**config.mk**
```make
export PLATFORM = sky130hd
export DESIGN_NAME = bu_s0_modred
export DESIGN_NICKNAME = d
export VERILOG_FILES = /design/src/rtl/bffp_pkg.sv /design/src/rtl/mod_corr.sv /design/src/rtl/bu_s0_modred.sv
export SDC_FILE = /design/constraint.sdc
export NUM_CORES = 1
export LEC_CHECK = 0
export ABC_AREA = 1
export CORE_MARGIN = 5
export CORE_UTILIZATION = 55
export CTS_BUF_LIST = sky130_fd_sc_hd__clkbuf_8
export CTS_CLUSTER_SIZE = 8
export DETAILED_ROUTE_END_ITERATION = 6
export PLACE_DENSITY = 0.94
export SLEW_MARGIN = 25
export SYNTH_ARGS = -nofsm -noshare
export SYNTH_HDL_FRONTEND = slang
export SYNTH_SLANG_ARGS = --single-unit
```
**constraint.sdc**
```tcl
create_clock -name clk -period 4.5 [get_ports clk]
set_input_delay 1.125 -clock clk [delete_from_list [all_inputs] [get_ports clk]]
set_output_delay 1.125 -clock clk [all_outputs]
set_load 0.02 [all_outputs]
```
**src/rtl/bffp_pkg.sv**
```systemverilog
// Shared widths, modulus and BU_S0 pack/unpack field offsets for the stage-0 butterfly path.
package bffp_pkg;

  localparam int P_WIDTH = 64;
  localparam int D_WIDTH = 192;
  localparam int SUM_W   = P_WIDTH + 1;
  localparam logic [P_WIDTH-1:0] MODULUS = 64'hFFFF_FFFF_0000_0001;

  // Packed operand word layout: {pad1, b, pad0, a}
  localparam int A_LSB    = 0;
  localparam int PAD0_LSB = 64;
  localparam int B_LSB    = 96;
  localparam int PAD1_LSB = 160;
  localparam int PAD_W    = 32;

endpackage

```
**src/rtl/mod_corr.sv**
```systemverilog
// Single conditional correction that maps a 65-bit sum or borrow-tagged difference into [0, P).
module mod_corr
  import bffp_pkg::*;
(
  input  logic [SUM_W-1:0]   sum,
  input  logic [SUM_W-1:0]   dif,
  output logic [P_WIDTH-1:0] r0,
  output logic [P_WIDTH-1:0] r1
);

  localparam logic [SUM_W-1:0] P_EXT = {1'b0, MODULUS};

  // Only the low 64 bits survive, so the subtraction can be done at residue width.
  always_comb begin
    r0 = (sum >= P_EXT) ? (sum[P_WIDTH-1:0] - MODULUS) : sum[P_WIDTH-1:0];
    r1 = dif[P_WIDTH] ? (dif[P_WIDTH-1:0] + MODULUS) : dif[P_WIDTH-1:0];
  end

endmodule

```
**src/rtl/bu_s0_modred.sv**
```systemverilog
// Two-stage valid/ready modular reduction of BU_S0 outputs into canonical (a+b) mod P and (a-b) mod P.
module bu_s0_modred
  import bffp_pkg::*;
(
  input  logic               clk,
  input  logic               rst_n,
  input  logic               in_valid,
  output logic               in_ready,
  input  logic [D_WIDTH-1:0] R0_in,
  input  logic [D_WIDTH-1:0] R1_in,
  output logic               out_valid,
  input  logic               out_ready,
  output logic [P_WIDTH-1:0] R0_out,
  output logic [P_WIDTH-1:0] R1_out,
  output logic               out_err,
  output logic               err_sticky,
  input  logic               err_clr
);

  logic [P_WIDTH-1:0] a;
  logic [P_WIDTH-1:0] b;
  logic [SUM_W-1:0]   sum_ref;
  logic [SUM_W-1:0]   in_dif;
  logic               pad_bad;
  logic               in_err;

  logic               s1_valid;
  logic [SUM_W-1:0]   s1_sum;
  logic [SUM_W-1:0]   s1_dif;
  logic               s1_err;

  logic               en1;
  logic               en2;
  logic [P_WIDTH-1:0] corr_r0;
  logic [P_WIDTH-1:0] corr_r1;

  assign a = R1_in[A_LSB +: P_WIDTH];
  assign b = R1_in[B_LSB +: P_WIDTH];

  assign sum_ref = {1'b0, a} + {1'b0, b};
  assign in_dif  = {1'b0, a} - {1'b0, b};

  assign pad_bad = (|R1_in[PAD0_LSB +: PAD_W]) | (|R1_in[PAD1_LSB +: PAD_W]) |
                   (|R0_in[D_WIDTH-1:SUM_W]);

  assign in_err = (a >= MODULUS) | (b >= MODULUS) | pad_bad |
                  (R0_in[SUM_W-1:0] != sum_ref);

  assign en2      = !out_valid || out_ready;
  assign en1      = !s1_valid || en2;
  assign in_ready = en1;

  // Data only loads with a valid sample so bubbles leave the previous values in place.
  always_ff @(posedge clk or negedge rst_n) begin
    if (!rst_n) begin
      s1_valid <= 1'b0;
      s1_sum   <= '0;
      s1_dif   <= '0;
      s1_err   <= 1'b0;
    end else if (en1) begin
      s1_valid <= in_valid;
      if (in_valid) begin
        s1_sum <= R0_in[SUM_W-1:0];
        s1_dif <= in_dif;
        s1_err <= in_err;
      end
    end
  end

  mod_corr u_mod_corr (
    .sum (s1_sum),
    .dif (s1_dif),
    .r0  (corr_r0),
    .r1  (corr_r1)
  );

  always_ff @(posedge clk or negedge rst_n) begin
    if (!rst_n) begin
      out_valid <= 1'b0;
      R0_out    <= '0;
      R1_out    <= '0;
      out_err   <= 1'b0;
    end else if (en2) begin
      out_valid <= s1_valid;
      if (s1_valid) begin
        R0_out  <= corr_r0;
        R1_out  <= corr_r1;
        out_err <= s1_err;
      end
    end
  end

  // Clear has priority over an error delivered in the same cycle.
  always_ff @(posedge clk or negedge rst_n) begin
    if (!rst_n) begin
      err_sticky <= 1'b0;
    end else if (err_clr) begin
      err_sticky <= 1'b0;
    end else if (out_valid && out_ready && out_err) begin
      err_sticky <= 1'b1;
    end
  end

endmodule

```
==> impl_metrics.yaml, run 1 <==
die:
  num_rows: 79
  ios: 521
  die_h_um: 226
  start_util_pct: 55.3
  coreArea_um2: 46400
  die_w_um: 226
  die_area_um2: 51000
worst_setup_path:
  crit_required_ps: 4960
  path_class: "input port to flop"
  crit_start: "R1_in[96]"
  cp-start-kind: "input port"
  r2r_slack_ps: 1050
  critPathArrivalTime_ps: 4530
  rr_startpoint: "s1_sum[16]"
  path_max_fanout: 3
  end_kind: "flop"
sta:
  setup_viol: 0
  fin_crit_sh_pct: 90.4
  drv_slew: 0
  tightest_slew_ps: 856
  finalHoldViolations: 0
  slew_headroom_pct: 42.9
  fin_skew_ps: 23.6
  rsz0062_at_grt: "false"
  fmax_mhz: 246
  holdWs_ps: 434
  fin_crit_ps: 4070
clock_tree:
  post_cts_resized: 0
  clkTransAtPathRegs_ps: 60
  clock_sinks: 263
  clk_latency_ps: 580
  cts.htree.levels: 2
  holdBufCountCts: 0
  postCtsSetupRepairBufs: 0
  clockBufferDepth: 3
  cts_made_buffers: 43
  cts_tree: "done"
  cts-root-buf: "clkbuf_8"
grt:
  grt_first_pass_wirelength_mm: 168
  grt_pass1_vias: 29100
  overflow: 0
  antenna_found_initial: 5
  grt_start_max_net_pins: 175
  grt_use_total_pct: 43.0
  busiest_layer: "met2"
  use_met3_pct: 9.96
  use_met2_pct: 67.8
  gr-usage-met1_pct: 56.8
synth:
  syn-num-nets: 4721
  ys_async_sr_fraction_pct: 100
  ys.flop_type: "dfrtp_1"
  ys_seq_elements: 263
  yosysWarnings: 0
  synth_area_per_cell_um2: 6.11
  seq_area_frac_synth_pct: 25.7
  synth_edf_count: 0
  synth.area.top_cells: "dfrtp_1 (26%), nand2_1 (17%), inv_1 (9.6%)"
  synth_top_area_cell: "dfrtp_1"
  synth_top_area_share_pct: 25.7
  synth_cell_types: 58
  syn-cell-area_um2: 25600
  synth_cells: 4199
routing:
  ant_nets: 0
  first_iter_violations: 4056
  viasPerCell: 5.71
  wl_per_cell_um: 21.2
  first_pass_iters: 7
  vias: 30900
  drt-total-wl_mm: 115
  drc: 3
finish:
  postLayoutCoreUtil_pct: 71.2
  syn_to_final_growth_pct: 28.7
  drive_gt1_share_pct: 5.77
  final_area_um2: 33000
  final_nets: 5315
  nFillCells: 3929
  fin_cells: 5422
placement:
  place_congestion: 1.10
  portBuffers: 520
  placed_area_um2: 32200
  dp.cells: 5354
  hpwl_mm: 97.5
power_and_ir_drop:
  p_per_area_nw_per_um2: 332
  p_leak_uw: 0.0161
  peakVddDrop_mv: 0.462
flow_run:
  max_cap_violations: 0
worst_hold_path:
  hold_class: "input port to async pin"
status:
  violations: "DRC"
  status: "finished, violations left"
final timing paths:
check / to / cells past startpoint
worst max-delay path: s1_err / 20
worst min-delay path: R1_out[7] / 1
worst max register to register: R0_out[53] / 11
worst min register to register: R0_out[46] / 2
max in group asynchronous: s1_dif[10] / 3
min in group clk: R0_out[46] / 2
power breakdown:
part / internal (µW) / switching (µW)
registers: 2990 / 605
clock network: 1040 / 978
logic: 2090 / 3250
critical path, stage by stage:
cell and delay, ps:
clkdlybuf4s50_1 480, ha_1 270, fa_1 440, or2_2 340
nand3_1 80, nand2_1 60, nor2_1 90, nand2_1 150
nor2_1 180, nand2_1 70, nor2_1 280, nand3_1 140
nor2_1 130, nand3_1 110, nor2_1 120, nand3_1 120
nor2_1 110, nand3_1 80, nor2_1 90, nor2_1 50
sequential cells by signal, summed over array words and instances (netlist names):
register / count
s1_err: 1
err_sticky: 1
R0_out: 64
s1_sum: 65
R1_out: 64
s1_valid: 1
out_valid: 1
out_err: 1
s1_dif: 65
cell usage after synthesis (3+ instances only):
cell	instances
a21oi_1	167
a21o_1	13
buf_2	49
o31ai_1	8
a21oi_2	6
nand2_1	1177
buf_1	3
nand4_1	85
buf_4	6
nand3_2	8
dfrtp_1	263
o21a_1	9
xor2_1	173
a31oi_1	70
nand2_2	7
nor3_1	78
nand3b_1	17
a221oi_1	6
or2_2	5
nor2_2	18
nand3_1	161
o21ai_0	242
buf_6	6
clkbuf_1	53
inv_1	655
ha_1	131
xnor2_1	32
o21ai_1	16
nor2_1	626
nor4_1	22
clkinv_1	3
and2_1	3
inv_2	15
o21bai_1	26
o211ai_1	8
logic make-up (layout without fill, tap and decap cells):
family / Yosys count / count (layout) / synth area share (%)
AND/OR/NAND/NOR: 2224 / 2224 / 35.9
buffers and inverters: 791 / 1406 / 12.1
AO/OA/AOI/OAI: 582 / 582 / 12.6
flip-flops: 263 / 263 / 25.7
XOR/XNOR: 206 / 206 / 7.09
adder cells (fa/ha/maj): 133 / 133 / 6.55
other: 0 / 1 / 0
per-layer routing:
| layer | routed length [µm] | vias up |
|---|---|---|
| met5 | 34 | - |
| met4 | 5930 | 6 |
| met3 | 13700 | 331 |
| met2 | 50800 | 1959 |
| met1 | 44300 | 14200 |
| li1 | - | 14400 |
layout by cell type (no fill, tap or decap), drive strengths merged, types with 2 or more instances in the layout:
| cell type | Yosys | routed |
|---|---|---|
| fa | 2 | 2 |
| o21ai | 260 | 260 |
| a21boi | 2 | 2 |
| xnor2 | 32 | 32 |
| xor2 | 173 | 173 |
| o211ai | 8 | 8 |
| nand4 | 87 | 87 |
| clkbuf | 53 | 49 |
| nand3 | 170 | 170 |
| nor4 | 24 | 24 |
| or2 | 7 | 7 |
| and3 | 2 | 2 |
| or4 | 2 | 2 |
| dfrtp | 263 | 263 |
| a21oi | 173 | 173 |
| o31ai | 8 | 8 |
| inv | 670 | 682 |
| nor3 | 81 | 81 |
| ha | 131 | 131 |
| a21o | 13 | 13 |
| o21a | 9 | 9 |
| and2 | 4 | 4 |
| nand2 | 1184 | 1184 |
| clkinv | 3 | 7 |
| o21bai | 26 | 26 |
| a31oi | 70 | 70 |
| a221oi | 6 | 6 |
| o22ai | 2 | 2 |
| nor2 | 644 | 644 |
| buf | 65 | 148 |
| nand3b | 17 | 17 |
| clkdlybuf4s50 | 0 | 519 |
stage by stage:
step	worst slack, ps	power (µW)	setup TNS [ps]
after floorplan	1190	6200	0
after detailed placement	13.5	8760	0
final	433	11000	0
after CTS	601	10800	0
after global routing	271	11500	0
after global placement	-24.3	8630	-24.3
cell type report:
type                    count  area (µm²)  share of cell area (%)
flip-flops and latches    263        6580                    19.9
repair buffers            667        6380                    19.3
inverters                 673        2530                    7.66
diodes                      1        2.50                 0.00758
multi-input cells        3145       16000                    48.4
well taps                 607         759                    2.30
clock inverters            17         109                   0.330
clock buffers              49         674                    2.04
No activity file was read; power rests on OpenSTA's default activity.
==> run 2, diff against run 1 <==
- ABC_CLOCK_PERIOD_IN_PS: not set -> 4500
==> results of run 2 <==
Same layout as run 1: the final DEF is identical, and so are final timing and power.
